### src/rtl/vga_timing_gen.sv
// ---------------------------------------------------------------------------
// vga_timing_gen
//
// Raster timing generator for the 640x480 VGA display path. Free-running
// horizontal/vertical counters on the pixel clock provide the DrawX/DrawY/
// blank bus used by the sprite, ROM and palette drawing blocks. The monitor
// sync pulses are delayed by SYNC_DELAY cycles so they line up with the RGB
// pipeline of those blocks (synchronous ROM read plus registered colour).
//
// Ports:
//   vga_clk     in   pixel clock, all state changes on its rising edge
//   reset_n     in   asynchronous, active-low reset
//   DrawX       out  [9:0] horizontal count, 0..H_TOTAL-1
//   DrawY       out  [9:0] vertical count, 0..V_TOTAL-1
//   blank       out  1 = active video, 0 = blanking
//   hs          out  horizontal sync, active-low, delayed SYNC_DELAY cycles
//   vs          out  vertical sync, active-low, delayed SYNC_DELAY cycles
//   line_start  out  high while DrawX == 0
//   frame_start out  high while DrawX == 0 and DrawY == 0
//   frame_cnt   out  [15:0] completed-frame count (VGA_FRAME_CNT_EN only)
//
// Build option:
//   VGA_FRAME_CNT_EN  when defined, adds the frame_cnt port and its 16-bit
//                     register; all other behaviour is unchanged.
//
// Parameter limits: H_TOTAL and V_TOTAL must each be <= 1024 so the counts
// fit the fixed 10-bit counters; SYNC_DELAY is legal from 0 to 4.
// ---------------------------------------------------------------------------
module vga_timing_gen #(
  parameter int H_VISIBLE  = 640,
  parameter int H_FRONT    = 16,
  parameter int H_SYNC     = 96,
  parameter int H_BACK     = 48,
  parameter int V_VISIBLE  = 480,
  parameter int V_FRONT    = 10,
  parameter int V_SYNC     = 2,
  parameter int V_BACK     = 33,
  parameter int SYNC_DELAY = 2
) (
  input  logic        vga_clk,
  input  logic        reset_n,
  output logic [9:0]  DrawX,
  output logic [9:0]  DrawY,
  output logic        blank,
  output logic        hs,
  output logic        vs,
  output logic        line_start,
  output logic        frame_start
`ifdef VGA_FRAME_CNT_EN
  ,
  output logic [15:0] frame_cnt
`endif
);

  localparam int H_TOTAL = H_VISIBLE + H_FRONT + H_SYNC + H_BACK;
  localparam int V_TOTAL = V_VISIBLE + V_FRONT + V_SYNC + V_BACK;

  localparam logic [9:0] H_LAST = 10'(H_TOTAL - 1);
  localparam logic [9:0] V_LAST = 10'(V_TOTAL - 1);

  // Region bounds are held at 11 bits: a sync window ending exactly at
  // 1024 would otherwise alias to 0 in a 10-bit compare.
  localparam logic [10:0] H_ACT_END    = 11'(H_VISIBLE);
  localparam logic [10:0] V_ACT_END    = 11'(V_VISIBLE);
  localparam logic [10:0] HS_START     = 11'(H_VISIBLE + H_FRONT);
  localparam logic [10:0] HS_END       = 11'(H_VISIBLE + H_FRONT + H_SYNC);
  localparam logic [10:0] VS_START     = 11'(V_VISIBLE + V_FRONT);
  localparam logic [10:0] VS_END       = 11'(V_VISIBLE + V_FRONT + V_SYNC);

  logic        line_end;
  logic        frame_end;
  logic [10:0] x_ext;
  logic [10:0] y_ext;
  logic        hs_raw;
  logic        vs_raw;

  assign line_end  = (DrawX == H_LAST);
  assign frame_end = line_end && (DrawY == V_LAST);

  // Raster counters. DrawX/DrawY are the registers themselves so every
  // downstream block sees the position with no extra decode latency.
  always_ff @(posedge vga_clk or negedge reset_n) begin
    if (!reset_n) begin
      DrawX <= '0;
      DrawY <= '0;
    end else if (line_end) begin
      DrawX <= '0;
      if (DrawY == V_LAST) begin
        DrawY <= '0;
      end else begin
        DrawY <= DrawY + 10'd1;
      end
    end else begin
      DrawX <= DrawX + 10'd1;
    end
  end

  // Zero-latency decodes of the current counter state.
  assign x_ext       = {1'b0, DrawX};
  assign y_ext       = {1'b0, DrawY};
  assign blank       = (x_ext < H_ACT_END) && (y_ext < V_ACT_END);
  assign line_start  = (DrawX == 10'd0);
  assign frame_start = (DrawX == 10'd0) && (DrawY == 10'd0);
  assign hs_raw      = !((x_ext >= HS_START) && (x_ext < HS_END));
  assign vs_raw      = !((y_ext >= VS_START) && (y_ext < VS_END));

  // Sync alignment. Each stage resets to the inactive level so the pipe
  // cannot emit a spurious pulse while it fills after reset.
  generate
    if (SYNC_DELAY == 0) begin : g_sync_direct
      assign hs = hs_raw;
      assign vs = vs_raw;
    end else begin : g_sync_delay
      logic [SYNC_DELAY-1:0] hs_pipe;
      logic [SYNC_DELAY-1:0] vs_pipe;

      always_ff @(posedge vga_clk or negedge reset_n) begin
        if (!reset_n) begin
          hs_pipe <= '1;
          vs_pipe <= '1;
        end else begin
          hs_pipe[0] <= hs_raw;
          vs_pipe[0] <= vs_raw;
          for (int i = 1; i < SYNC_DELAY; i++) begin
            hs_pipe[i] <= hs_pipe[i-1];
            vs_pipe[i] <= vs_pipe[i-1];
          end
        end
      end

      assign hs = hs_pipe[SYNC_DELAY-1];
      assign vs = vs_pipe[SYNC_DELAY-1];
    end
  endgenerate

`ifdef VGA_FRAME_CNT_EN
  // Completed-frame counter: steps on the same edge that wraps the raster
  // to (0,0), so it changes in the cycle frame_start rises. Wraps freely.
  always_ff @(posedge vga_clk or negedge reset_n) begin
    if (!reset_n) begin
      frame_cnt <= '0;
    end else if (frame_end) begin
      frame_cnt <= frame_cnt + 16'd1;
    end
  end
`endif

endmodule

### config.mk
export PLATFORM = sky130hd
export DESIGN_NAME = vga_timing_gen
export DESIGN_NICKNAME = d
export VERILOG_FILES = /design/src/rtl/vga_timing_gen.sv
export SDC_FILE = /design/constraint.sdc
export NUM_CORES = 1
export LEC_CHECK = 0
export ABC_AREA = 1
export CAP_MARGIN = 30
export CORE_MARGIN = 10
export CORE_UTILIZATION = 51
export CTS_CLUSTER_SIZE = 20
export DETAILED_ROUTE_END_ITERATION = 6
export GPL_TIMING_DRIVEN = 0
export HOLD_SLACK_MARGIN = 0.05
export PLACE_DENSITY = 0.87
export SYNTH_ARGS = -nofsm -noshare
export SYNTH_HDL_FRONTEND = slang
export SYNTH_SLANG_ARGS = --single-unit
export TNS_END_PERCENT = 30
### constraint.sdc
create_clock -name vga_clk -period 1.6 [get_ports vga_clk]
set_input_delay 0.24 -clock vga_clk [delete_from_list [all_inputs] [get_ports vga_clk]]
set_output_delay 0.24 -clock vga_clk [all_outputs]
set_load 0.005 [all_outputs]
# Word level (Yosys, flattened, before mapping)

Index checks and enable logic that the tools add are counted.

Word-level logic and storage cells: 24
Input bits: 2
Bits in registers: 24

Muxes and demuxes: 2
Reductions and logical operators: 8
Eq/ne operators: 2
$lt $le $gt $ge: 6
$add $sub $neg: 2

Operators with widths:

| operator                                                     | count |
|---|---|
| adder 10 x 1 -> 10 bit (second input constant)               | 2 |
| equality test 10 bit (second input constant)                 | 2 |
| zero test 10 bit                                             | 2 |
| less-than comparator 10 bit (second input constant)          | 2 |
| less-than comparator 10 x 9 -> 1 bit (second input constant) | 2 |
| 2-to-1 mux 10 bit                                            | 2 |
| >= comparator 10 bit (second input constant)                 | 1 |
| >= comparator 10 x 9 -> 1 bit (second input constant)        | 1 |
| logical AND 1 bit                                            | 4 |
| zero test 1 bit                                              | 2 |

# Longest topological paths before layout

Depth after elaboration: 3
Depth in mapped cells: 9

# Worst setup path before layout

Ideal clock, no wire load.

Path type: reg2out
Start: register DrawY[0]
End: output frame_start
Buffers on the path: 0
Arrival: 1111 ps
Cell stages (with the launch flop): 7
Path slack: 249 ps
Data required time: 1360 ps
Path through: dfrtp_1 inv_1 ha_1 inv_1 nor2_1 nand3_1 nor4_1

Word-level cells in the longest chain between the ends: 2

Ends and longest elaborated chain:

| item                   | RTL line | text |
|---|---|---|
| start, declared        | 43       | `output logic [9:0] DrawY,` |
| start signal, assigned | 91       | `DrawY <= DrawY + 10'd1;` |
| zero test 10 bit       | 103      | `assign frame_start = (DrawX == 10'd0) && (DrawY == 10'd0);` |
| logical AND 1 bit      | 103      |  |
| end, declared          | 48       | `output logic frame_start` |

Every way passes these cells.

# Final worst setup path

Start: register DrawX[3]
End: output frame_start

Word-level cells in the longest chain between the ends: 2

Ends and longest elaborated chain:

| item                   | RTL line | text |
|---|---|---|
| start, declared        | 42       | `output logic [9:0] DrawX,` |
| start signal, assigned | 94       | `DrawX <= DrawX + 10'd1;` |
| zero test 10 bit       | 103      |  |
| logical AND 1 bit      | 103      |  |

Every way passes these cells.

==> flow_summary.ini <==
[run_status]
status = complete, but fails checks
violations = setup timing

[power_and_ir_drop]
p_clk_frac = 0.345
p_seq_frac = 0.637
leakage_nw = 1.09
ir_worst_vdd_mv = 0.644
p_sw_frac = 0.211
comb_power_share = 0.018
internal_power_w = 0.000752
power_switching_w = 0.000201
powerDensity_nw_per_um2 = 463

[global_routing]
grt_pass1_vias = 1320
antenna_found_initial = 0
gr-usage-all-layers = 0.142
grt_pass1_wl_microns = 6110
grt_max_degree = 14
globalRoute.totalOverflow = 0

[layout]
fillers = 153
layout_commonest_cell = nand2_1
finalCoreUtilization = 0.815
final_cell_mix = 37 x nand2_1, 30 x buf_4, 28 x inv_1, 21 x nor2_1, 13 x nand3_1
nNetsFinal = 249
multiInputGateArea_sq_um = 704
seqCellArea_sq_um = 618
syn2layout_area_growth_pct = 50.7
drive_above_1_share = 0.351
fin_cells = 272
antennaDiodeCount = 0

[hold_path]
hold_class = input port to async pin

[yosys]
synth-seq-area-share = 0.444
yosys_warnings = 0
synth_fp_nets = 185
netlist_area_sq_um = 1370
ys_seq_elements = 24
synthCells = 179
syn_avg_cell_area_sq_um = 7.63
synth_cell_type_count = 20

[die]
start_util = 0.541
core_area_sq_um = 2520
die-area_sq_um = 5150
num_io_pins = 27
die_h_microns = 71.7
num_rows = 18
die_x_microns = 71.7

[setup_path]
worstPathArrival_ps = 1590
cpPeakStageDelay_ps = 470
cp_cell_sequence = inv_1 -> nand3b_1 -> nor4_2 -> buf_2
cp_slowest_cell = dfrtp_1
critPathRequiredTime_ps = 1360
cp-start-kind = flip-flop
crit_fanout = 4
path_class = flip-flop to primary output
cp-end-kind = primary output

[timing]
skew_ps = 3.58
setup_violations = 5
max_freq_ghz = 0.548
tightest_slew_ps = 571
finalHoldViolations = 0
slew_violations = 0
fin_ws_ps = -226
post-route-period-util = 1.14
rsz0062_at_grt = true
max_slew_margin = 0.618
period_needed_ps = 1830

[clock_tree]
clk_path_buf_depth = 2
clock_latency_ps = 330
numCtsBuffers = 3
clock-sinks = 24
htreeDepth = 1
clockRootBuffer = clkbuf_4
cts_tree = yes
clkTransAtPathRegs_ps = 130

[placement]
hpwl_microns = 2380
place_inst = 236
gp_congestion = 0.846
numPortBuffers = 26

[routing]
drtPass1Iterations = 4
vias_per_cell = 5.15
drtIter0Drc = 99
drc = 0
drtAntennaViolNets = 0
routed_wl_microns = 4000
dr_total_vias = 1402
wl_per_cell_microns = 14.7

[run]
max_cap_viol_count = 0
==> critical path, delay by kind of cell (launching register included) <==
family | cells | cell delay (ps)
buf+inv | 2 | 320
flops | 1 | 470
simple gates | 2 | 460
==> per-stage QoR <==
stage	hold WS (ps)	cell area, sq um	power [W]	setup WS [ps]	setup TNS [ps]
after floorplan	-55.6	1370	0.000618	249	0
after global placement	346	1660	0.000632	-359	-484
after detailed placement	347	1680	0.000636	-407	-583
after CTS	274	1910	0.000946	-166	-237
after global routing	274	2060	0.000983	-291	-873
final	252	2060	0.000953	-226	-409
==> what timing repair did <==
| item | CTS | global route |
|---|---|---|
| gates cloned | 0 | 1 |
| pin swaps | 6 | 7 |
| endpoints found under the setup margin | 9 | 26 |
| hold buffers | 0 | 0 |
| buffers inserted | 24 | 7 |
| gates resized for setup | 29 | 32 |
==> path summary, 6_finish.rpt <==
check,startpoint,endpoint,slack (ps),depth (start not counted)
max,DrawX[3],frame_start,-230,4
min,reset_n,DrawX[0],250,1
max reg2reg,DrawX[9],DrawY[6],-20,8
min reg2reg,g_sync_delay.hs_pipe[0],g_sync_delay.hs_pipe[1],370,0
max in group asynchronous,reset_n,g_sync_delay.vs_pipe[1],780,2
min in group vga_clk,g_sync_delay.hs_pipe[0],g_sync_delay.hs_pipe[1],370,0
==> registers in the layout (all words and copies together) (netlist names) <==
name                  cells
DrawX                    10
DrawY                    10
g_sync_delay.hs_pipe      2
g_sync_delay.vs_pipe      2
==> cell usage after synthesis <==
| master | count | area (sq um) |
|---|---|---|
| nand2_1 | 40 | 150 |
| inv_1 | 33 | 124 |
| nor2_1 | 26 | 97.6 |
| dfrtp_1 | 20 | 500 |
| nand3_1 | 14 | 70.1 |
| nand4_1 | 8 | 50.1 |
| o21ai_0 | 7 | 35.0 |
| xor2_1 | 5 | 43.8 |
| dfstp_2 | 4 | 105 |
| ha_1 | 4 | 50.1 |
| nor2_2 | 3 | 18.8 |
| nor2_4 | 3 | 33.8 |
| nor3_1 | 3 | 15.0 |
| inv_2 | 2 | 7.51 |
| nor4_1 | 2 | 12.5 |
| a21oi_1 | 1 | 5.00 |
| buf_6 | 1 | 11.3 |
| nand3_2 | 1 | 10.0 |
| nand3_4 | 1 | 17.5 |
| nand3b_1 | 1 | 7.51 |
==> power by group through the flow <==
stage                     registers, W  clock network (W)        logic, W
after global routing          0.000607           0.000355       0.0000200
after CTS                     0.000607           0.000321       0.0000181
final                         0.000607           0.000329       0.0000175
after floorplan               0.000618                  0  0.000000000438
after detailed placement      0.000618                  0       0.0000183
after global placement        0.000618                  0       0.0000140
==> cell type report <==
class,count,share of cell area
inverters,35,0.0639
plain buffers,1,0.00547
multi-input cells,119,0.342
flip-flops and latches,24,0.300
clock buffers,4,0.0176
repair buffers,59,0.252
well taps,30,0.0182
==> logic make-up after synthesis <==
family,after synthesis,share of synthesized area
simple gates,102,0.354
buf+inv,36,0.104
flops,24,0.444
compound gates,8,0.0293
xor+xnor,5,0.0321
fa+ha+maj,4,0.0367
==> routing by layer <==
layer / track usage / wire length [microns] / part of all wire / vias up
met5: 0 / 0 / 0 / -
met4: 0.0452 / 45 / 0.011 / 0
met3: 0.0331 / 218 / 0.054 / 4
met2: 0.244 / 2070 / 0.52 / 36
met1: 0.170 / 1660 / 0.42 / 676
li1: - / - / - / 686
Note: power is estimated with default switching activity, not from simulation.
